## src/rtl/rom_arbiter.sv

```systemverilog
// Two-port arbiter sharing one combinational ROM: IDLE grants a requester, READ drives the ROM.
// Define ROM_ARB_RR_EN for round-robin arbitration; the default build uses fixed priority (port 0 wins).
module rom_arbiter #(
  parameter int A_BITS  = 8,
  parameter int D_WIDTH = 8
) (
  input  logic               clk,
  input  logic               rst_n,
  input  logic               req0,
  input  logic [A_BITS-1:0]  addr0,
  output logic               gnt0,
  output logic               rvalid0,
  output logic [D_WIDTH-1:0] rdata0,
  input  logic               req1,
  input  logic [A_BITS-1:0]  addr1,
  output logic               gnt1,
  output logic               rvalid1,
  output logic [D_WIDTH-1:0] rdata1,
  output logic [A_BITS-1:0]  rom_a,
  input  logic [D_WIDTH-1:0] rom_d,
  output logic               rom_en,
  output logic               rom_ce,
  output logic               busy
);

  typedef enum logic {IDLE, READ} state_t;

  state_t               state_q, state_d;
  logic                 win_q, win_d;
  logic [A_BITS-1:0]    rom_a_q, rom_a_d;
  logic                 rom_en_q, rom_en_d;
  logic                 gnt0_q, gnt0_d, gnt1_q, gnt1_d;
  logic                 rvalid0_q, rvalid0_d, rvalid1_q, rvalid1_d;
  logic [D_WIDTH-1:0]   rdata0_q, rdata0_d, rdata1_q, rdata1_d;
  logic                 pick1;

`ifdef ROM_ARB_RR_EN
  // prio_q names the port that wins the next contention; it moves only on a grant
  logic prio_q, prio_d;
  assign pick1 = req1 && (!req0 || prio_q);
`else
  assign pick1 = req1 && !req0;
`endif

  always_comb begin
    state_d   = state_q;
    win_d     = win_q;
    rom_a_d   = rom_a_q;
    rom_en_d  = rom_en_q;
    gnt0_d    = 1'b0;
    gnt1_d    = 1'b0;
    rvalid0_d = 1'b0;
    rvalid1_d = 1'b0;
    rdata0_d  = rdata0_q;
    rdata1_d  = rdata1_q;
`ifdef ROM_ARB_RR_EN
    prio_d    = prio_q;
`endif
    case (state_q)
      IDLE: begin
        rom_en_d = 1'b0;
        rom_a_d  = '0;
        if (req0 || req1) begin
          state_d  = READ;
          win_d    = pick1;
          rom_a_d  = pick1 ? addr1 : addr0;
          rom_en_d = 1'b1;
          gnt0_d   = !pick1;
          gnt1_d   = pick1;
`ifdef ROM_ARB_RR_EN
          prio_d   = !pick1;
`endif
        end
      end
      READ: begin
        state_d  = IDLE;
        rom_en_d = 1'b0;
        rom_a_d  = '0;
        if (win_q) begin
          rdata1_d  = rom_d;
          rvalid1_d = 1'b1;
        end else begin
          rdata0_d  = rom_d;
          rvalid0_d = 1'b1;
        end
      end
      default: state_d = IDLE;
    endcase
  end

  always_ff @(posedge clk or negedge rst_n) begin
    if (!rst_n) begin
      state_q   <= IDLE;
      win_q     <= 1'b0;
      rom_a_q   <= '0;
      rom_en_q  <= 1'b0;
      gnt0_q    <= 1'b0;
      gnt1_q    <= 1'b0;
      rvalid0_q <= 1'b0;
      rvalid1_q <= 1'b0;
      rdata0_q  <= '0;
      rdata1_q  <= '0;
`ifdef ROM_ARB_RR_EN
      prio_q    <= 1'b0;
`endif
    end else begin
      state_q   <= state_d;
      win_q     <= win_d;
      rom_a_q   <= rom_a_d;
      rom_en_q  <= rom_en_d;
      gnt0_q    <= gnt0_d;
      gnt1_q    <= gnt1_d;
      rvalid0_q <= rvalid0_d;
      rvalid1_q <= rvalid1_d;
      rdata0_q  <= rdata0_d;
      rdata1_q  <= rdata1_d;
`ifdef ROM_ARB_RR_EN
      prio_q    <= prio_d;
`endif
    end
  end

  assign gnt0    = gnt0_q;
  assign gnt1    = gnt1_q;
  assign rvalid0 = rvalid0_q;
  assign rvalid1 = rvalid1_q;
  assign rdata0  = rdata0_q;
  assign rdata1  = rdata1_q;
  assign rom_a   = rom_a_q;
  assign rom_en  = rom_en_q;
  assign rom_ce  = rom_en_q;
  assign busy    = (state_q == READ);

endmodule

```

## config.mk

```make
export PLATFORM = sky130hd
export DESIGN_NAME = rom_arbiter
export DESIGN_NICKNAME = d
export VERILOG_FILES = /design/src/rtl/rom_arbiter.sv
export SDC_FILE = /design/constraint.sdc
export NUM_CORES = 1
export LEC_CHECK = 0
export ABC_CLOCK_PERIOD_IN_PS = 1600
export CORE_MARGIN = 3
export CORE_UTILIZATION = 25
export DETAILED_ROUTE_END_ITERATION = 12
export SETUP_SLACK_MARGIN = 0.1
export SLEW_MARGIN = 30
export SYNTH_ARGS = -nofsm -noshare
export SYNTH_HDL_FRONTEND = slang
export SYNTH_SLANG_ARGS = --single-unit
```

## constraint.sdc

```tcl
create_clock -name clk -period 1.6 [get_ports clk]
set_clock_uncertainty 0.15 [all_clocks]
set_input_delay 0.32 -clock clk [delete_from_list [all_inputs] [get_ports clk]]
set_output_delay 0.32 -clock clk [all_outputs]
set_load 0.03 [all_outputs]
```

==> results of run 1 <==
## report_power, final
| group | switching [mW] | total, mW | leakage [nW] | internal, mW |
|---|---|---|---|---|
| Sequential | 0.0944 | 1.03 | 0.368 | 0.936 |
| Combinational | 0.569 | 0.983 | 0.452 | 0.414 |
| Clock | 0.240 | 0.539 | 0.0383 | 0.298 |
## cell usage after synthesis
| cell type | n |
|---|---|
| sky130_fd_sc_hd__a21oi_1 | 9 |
| sky130_fd_sc_hd__buf_4 | 2 |
| sky130_fd_sc_hd__nand2b_1 | 1 |
| sky130_fd_sc_hd__nand2_1 | 8 |
| sky130_fd_sc_hd__buf_2 | 2 |
| sky130_fd_sc_hd__nor2b_4 | 1 |
| sky130_fd_sc_hd__nand2_2 | 1 |
| sky130_fd_sc_hd__clkbuf_1 | 1 |
| sky130_fd_sc_hd__mux2_2 | 8 |
| sky130_fd_sc_hd__nand3b_1 | 8 |
| sky130_fd_sc_hd__mux2_4 | 8 |
| sky130_fd_sc_hd__dfrtp_1 | 30 |
| sky130_fd_sc_hd__nor2_1 | 3 |
| sky130_fd_sc_hd__buf_6 | 1 |
| sky130_fd_sc_hd__nor2b_1 | 1 |
| sky130_fd_sc_hd__inv_1 | 2 |
## cells in the final DEF (no fill, tap or decap), types with 8 or more instances in the layout
cell	n
sky130_fd_sc_hd__clkbuf_2	11
sky130_fd_sc_hd__mux2_4	8
sky130_fd_sc_hd__mux2_2	8
sky130_fd_sc_hd__nand3b_1	8
sky130_fd_sc_hd__a21oi_1	9
sky130_fd_sc_hd__clkdlybuf4s50_1	27
sky130_fd_sc_hd__clkdlybuf4s15_1	12
sky130_fd_sc_hd__nand2_1	8
sky130_fd_sc_hd__dfrtp_1	30
## routing by layer
layer / share of wire / vias to the layer above / wire length, µm
met5: 0 / - / 0
met4: 0 / 0 / 0
met3: 0.12 / 0 / 334
met2: 0.46 / 47 / 1295
met1: 0.42 / 416 / 1158
li1: - / 410 / -
## through the flow
stage,utilization,cells,instance area [µm²]
after floorplan,-,86,1187
after global placement,0.4069,193,1821
after detailed placement,0.4069,193,1821
after CTS,0.4172,200,1867
after global routing,0.4147,201,1856
final,0.4147,201,1856
## registers in the layout (all words and copies together) (netlist names)
signal	flops
rom_ce	1
gnt0	1
win_q	1
rdata0	8
rdata1	8
rvalid1	1
gnt1	1
rvalid0	1
rom_a	8
## worst register-to-register path: stages, from the launching register on
cell and delay [ps]:
sky130_fd_sc_hd__dfrtp_1 450, sky130_fd_sc_hd__nor2b_4 200, sky130_fd_sc_hd__buf_12 150, sky130_fd_sc_hd__mux2_4 310
## cells by family (layout without fill, tap and decap cells)
kind of cell	count (synthesis)	count (layout)	synth area share
AO/OA/AOI/OAI	9	9	0.03793
buffers and inverters	8	71	0.04004
flip-flops	30	30	0.6322
multiplexers	16	16	0.1770
AND/OR/NAND/NOR	23	23	0.1128
## worst paths after layout
path | endpoint | depth (start not counted) | start | slack, ps
min in group clk | rdata1[7] | 1 | rdata1[7] | 360
setup reg to reg | rdata0[3] | 3 | rom_ce | 230
setup / recovery | rdata1[6] | 1 | rdata1[6] | 140
hold reg to reg | rdata1[7] | 1 | rdata1[7] | 360
hold / removal | rdata0[6] | 2 | rst_n | 270
max in group asynchronous | rvalid1 | 2 | rst_n | 870
## cell type report
cell class	count	area [µm²]
Tap cell	52	65.06
Sequential cell	30	750.7
Fill cell	446	2619
Multi-Input combinational cell	48	389.1
Clock buffer	7	76.32
Inverter	2	7.507
Timing Repair Buffer	62	566.8
## repair_timing
action,CTS,global route
setup endpoints to repair,28,30
buffers inserted,0,1
gates resized for setup,32,30
==> flow_summary.json, run 1 <==
{
  "wl_per_cell_um": 13.87,
  "critical_path.cell_chain": "clkdlybuf4s15_1",
  "timing_max_transition_violations_final": 0,
  "remaining_drc_errors": 0,
  "initial_cell_density_of_the_core": 0.2654,
  "yosysSeqAreaShare": 0.6322,
  "synth_cell_type_count": 16,
  "cts-buffers-inserted": 5,
  "setup_slack_ps": 138.7,
  "clock_tree_root_buffer_cell": "sky130_fd_sc_hd__clkbuf_8",
  "insertedDiodeCount": 0,
  "synthDominantAreaCellType": "sky130_fd_sc_hd__dfrtp_1",
  "global_route.peak_usage_layer": "met2",
  "dr_total_vias": 873,
  "synthCells": 86,
  "final_layout_size_suffix_gt1_frac": 0.2752,
  "die_area_mm2": 0.005612,
  "first_global_vias": 930,
  "floorplan.core_area_mm2": 0.004474,
  "syn_area_mm2": 0.001187,
  "clock_sink_total": 30,
  "total_leakage_power_nw": 0.8580,
  "timing.max_slew.rel_slack": 0.7850,
  "detailedRoute.firstPassIterationCount": 3,
  "max-vdd-ir-drop_mv": 0.3090,
  "setup_viol": 0,
  "floorplan.die.height_um": 74.92,
  "synth.net_count": 114,
  "globalRouteTotalUtil": 0.1084,
  "critical_path.max_stage_delay_ps": 380,
  "io_pins": 59,
  "nNetsFinal": 177,
  "critPathRequiredTime_ps": 1130,
  "fin_worst_hold_slack_ps": 268.5,
  "grt_util_met2": 0.1731,
  "largest_net_degree_at_the_start_of_global_routing": 31,
  "synth_area_per_cell_um2": 13.81,
  "yosysTopAreaCellShare": 0.6322,
  "grt_remaining_overflow": 0,
  "tritoncts": "built",
  "path_clk_slew_ps": 60,
  "critPathCaptureType": "output pin",
  "area_growth_syn_to_layout_pct": 56.27,
  "critical-path-slowest-cell": "sky130_fd_sc_hd__dfrtp_1",
  "dp_hpwl_mm": 2.109,
  "placement.io_buffers": 58,
  "cp.arrival_ps": 990,
  "top_post_synthesis_cells_by_area": "sky130_fd_sc_hd__dfrtp_1 (63%), sky130_fd_sc_hd__mux2_4 (10%), sky130_fd_sc_hd__mux2_2 (7.6%)",
  "max_cap_violations": 0,
  "drt_first_iter_violations": 26,
  "final_wl_mm": 2.788,
  "timing.final.crit_share": 0.9133,
  "outcome": "finished, final reports clean",
  "synthesis.yosys.warnings": 0,
  "synth_seq_cells": 30,
  "finalCriticalPeriod_ps": 1461,
  "viasPerCell": 4.343,
  "critical-path-top-delay-family": "flip-flops",
  "cts_htree_levels": 2,
  "crit_path_start_kind": "register",
  "gpl.final_weighted_congestion": 0.7311,
  "worst-slew-pin-transition_ps": 321.5,
  "pwr_density_cell_mw_per_mm2": 1375,
  "die-width_um": 74.92,
  "number_of_antenna_violations_at_the_first_check_in_global_routing": 0,
  "global_route_track_usage_on_met1": 0.1232,
  "timing.fmax_mhz": 684.3,
  "clockBufferDepth": 2,
  "worstHoldPathType": "input port to asynchronous set/reset pin",
  "fin_tns_setup_ps": 0,
  "cts-hold-fix-buffers": 0,
  "post-layout-total-power_mw": 2.552,
  "worst-path-max-fanout": 2,
  "ant_nets": 0,
  "grt_pass1_wl_mm": 4.478,
  "timing.critical_path.buf_inv": 1,
  "pre_cts_slack_ps": 38.02,
  "grt_util_met3": 0.06008,
  "crit_type": "register to output pin",
  "rsz0062_at_grt": "no",
  "rows": 24,
  "clkLatencyLatePin_ps": 270,
  "final-hold-violation-count": 0
}
Note: power is estimated with default switching activity, not from simulation.
==> run 2: changes to the inputs <==
- ABC_CLOCK_PERIOD_IN_PS: 1600 -> unset
- CTS_BUF_LIST: unset -> sky130_fd_sc_hd__clkbuf_16
==> flow_summary.json, run 2 (synthesized netlist as in run 1, its figures left out) <==
{
  "layout_common_cells": "sky130_fd_sc_hd__dfrtp_1 (30), sky130_fd_sc_hd__clkdlybuf4s50_1 (27), sky130_fd_sc_hd__dlygate4sd2_1 (13)",
  "grt_pass1_wl_mm": 4.471,
  "placement.io_buffers": 58,
  "drt_first_iter_violations": 25,
  "clock_tree_root_buffer_cell": "sky130_fd_sc_hd__clkbuf_16",
  "critical_path.cell_chain": "dlygate4sd2_1",
  "final_wl_mm": 2.728,
  "critical-path-slowest-cell": "sky130_fd_sc_hd__dlygate4sd2_1",
  "crit_path_start_kind": "register",
  "worstSetupPathDepth": 1,
  "floorplan.die.height_um": 74.92,
  "worstRegToRegCells": 3,
  "dp_hpwl_mm": 2.109,
  "total_leakage_power_nw": 0.9120,
  "io_pins": 59,
  "number_of_antenna_violations_at_the_first_check_in_global_routing": 0,
  "dpl.cell_count": 193,
  "nNetsFinal": 177,
  "wl_per_cell_um": 13.57,
  "grt_remaining_overflow": 0,
  "viasPerCell": 4.299,
  "critPathRequiredTime_ps": 1130,
  "crit_type": "register to output pin",
  "place_area_mm2": 0.001821,
  "rows": 24,
  "clock_sink_total": 30,
  "pwr_density_cell_mw_per_mm2": 1473,
  "critical-path-top-delay-family": "buffers and inverters",
  "layoutNonFillerInstCount": 201,
  "remaining_drc_errors": 0,
  "critPathCaptureType": "output pin",
  "cts-buffers-inserted": 5,
  "setup_slack_ps": 132.9,
  "worst_setup_path_endpoint": "rom_a[5]",
  "ff2ff_setup_slack_ps": 240,
  "floorplan.core_area_mm2": 0.004474,
  "rsz0062_at_grt": "no",
  "die-width_um": 74.92,
  "regToRegStartpoint": "rom_ce",
  "fin_tns_setup_ps": 0,
  "timing.max_slew.rel_slack": 0.7825,
  "timing.critical_path.buf_inv": 1,
  "final_common_cell": "sky130_fd_sc_hd__dfrtp_1",
  "fin_area_mm2": 0.001942,
  "post-layout-total-power_mw": 2.861,
  "timing.fmax_mhz": 681.6,
  "first_global_vias": 937,
  "detailedRoute.firstPassIterationCount": 4,
  "area_growth_syn_to_layout_pct": 63.54,
  "fillCellCount": 435,
  "worst-slew-pin-transition_ps": 325.3,
  "worstHoldPathType": "input port to asynchronous set/reset pin",
  "cts_htree_levels": 2,
  "timing.critical_path.from": "rom_a[5]",
  "max_cap_violations": 0,
  "pre_cts_slack_ps": 38.02,
  "cp.arrival_ps": 1000,
  "critical_path.max_stage_delay_ps": 410,
  "dr_total_vias": 864,
  "largest_net_degree_at_the_start_of_global_routing": 31,
  "timing_max_transition_violations_final": 0,
  "globalRouteTotalUtil": 0.1075,
  "path_clk_slew_ps": 50,
  "worst-path-max-fanout": 1,
  "cts-hold-fix-buffers": 0,
  "ant_nets": 0,
  "tritoncts": "built",
  "clockBufferDepth": 2,
  "rr_endpoint": "rdata0[7]",
  "fin_util": 0.4340,
  "max-vdd-ir-drop_mv": 0.4246,
  "die_area_mm2": 0.005612,
  "insertedDiodeCount": 0,
  "initial_cell_density_of_the_core": 0.2654,
  "clkLatencyLatePin_ps": 270,
  "timing.final.crit_share": 0.9169,
  "setup_viol": 0,
  "gpl.final_weighted_congestion": 0.7311,
  "outcome": "finished, final reports clean",
  "fin_worst_hold_slack_ps": 272.1,
  "final_layout_size_suffix_gt1_frac": 0.2215,
  "final-hold-violation-count": 0,
  "finalCriticalPeriod_ps": 1467
}
## run 2: per-layer routing
| metal | up-vias | track usage | part of all wire | wire length (µm) |
|---|---|---|---|---|
| li1 | 411 | - | - | - |
| met3 | 5 | 0.05607 | 0.13 | 345 |
| met4 | 0 | 0.03557 | 0.014 | 38 |
| met2 | 48 | 0.1721 | 0.45 | 1230 |
| met5 | - | 0 | 0 | 0 |
| met1 | 400 | 0.1241 | 0.41 | 1113 |
## run 2: final cells by class
class	count	area, µm²	share of cell area
Sequential cell	30	750.7	0.3866
Timing Repair Buffer	62	596.8	0.3073
Inverter	2	7.507	0.003866
Multi-Input combinational cell	48	389.1	0.2004
Tap cell	52	65.06	0.03351
Clock inverter	2	7.507	0.003866
Clock buffer	5	125.1	0.06443
## run 2: how the worst min path moves through the flow
stage,startpoint,end,slack [ps],cells past startpoint
after CTS,rst_n,rom_a[5],280,2
after detailed placement,rdata0[6],rdata0[6],350,1
after global routing,rst_n,rdata0[6],300,2
after global placement,rdata1[4],rdata1[4],340,1
after floorplan,rst_n,gnt0,-130,0
final,rst_n,rdata0[6],270,2
## run 2: repair_timing
action	4_1_cts	5_1_grt
resized for setup	29	17
endpoints found under the hold margin	0	0
buffers inserted	0	1
endpoints found under the setup margin	28	23
## run 2: power breakdown
part           internal [mW]  switching [mW]  leakage, nW
logic                  0.442           0.565        0.472
registers              0.938          0.0912        0.368
clock network          0.551           0.274       0.0723
total                   1.93           0.931        0.912
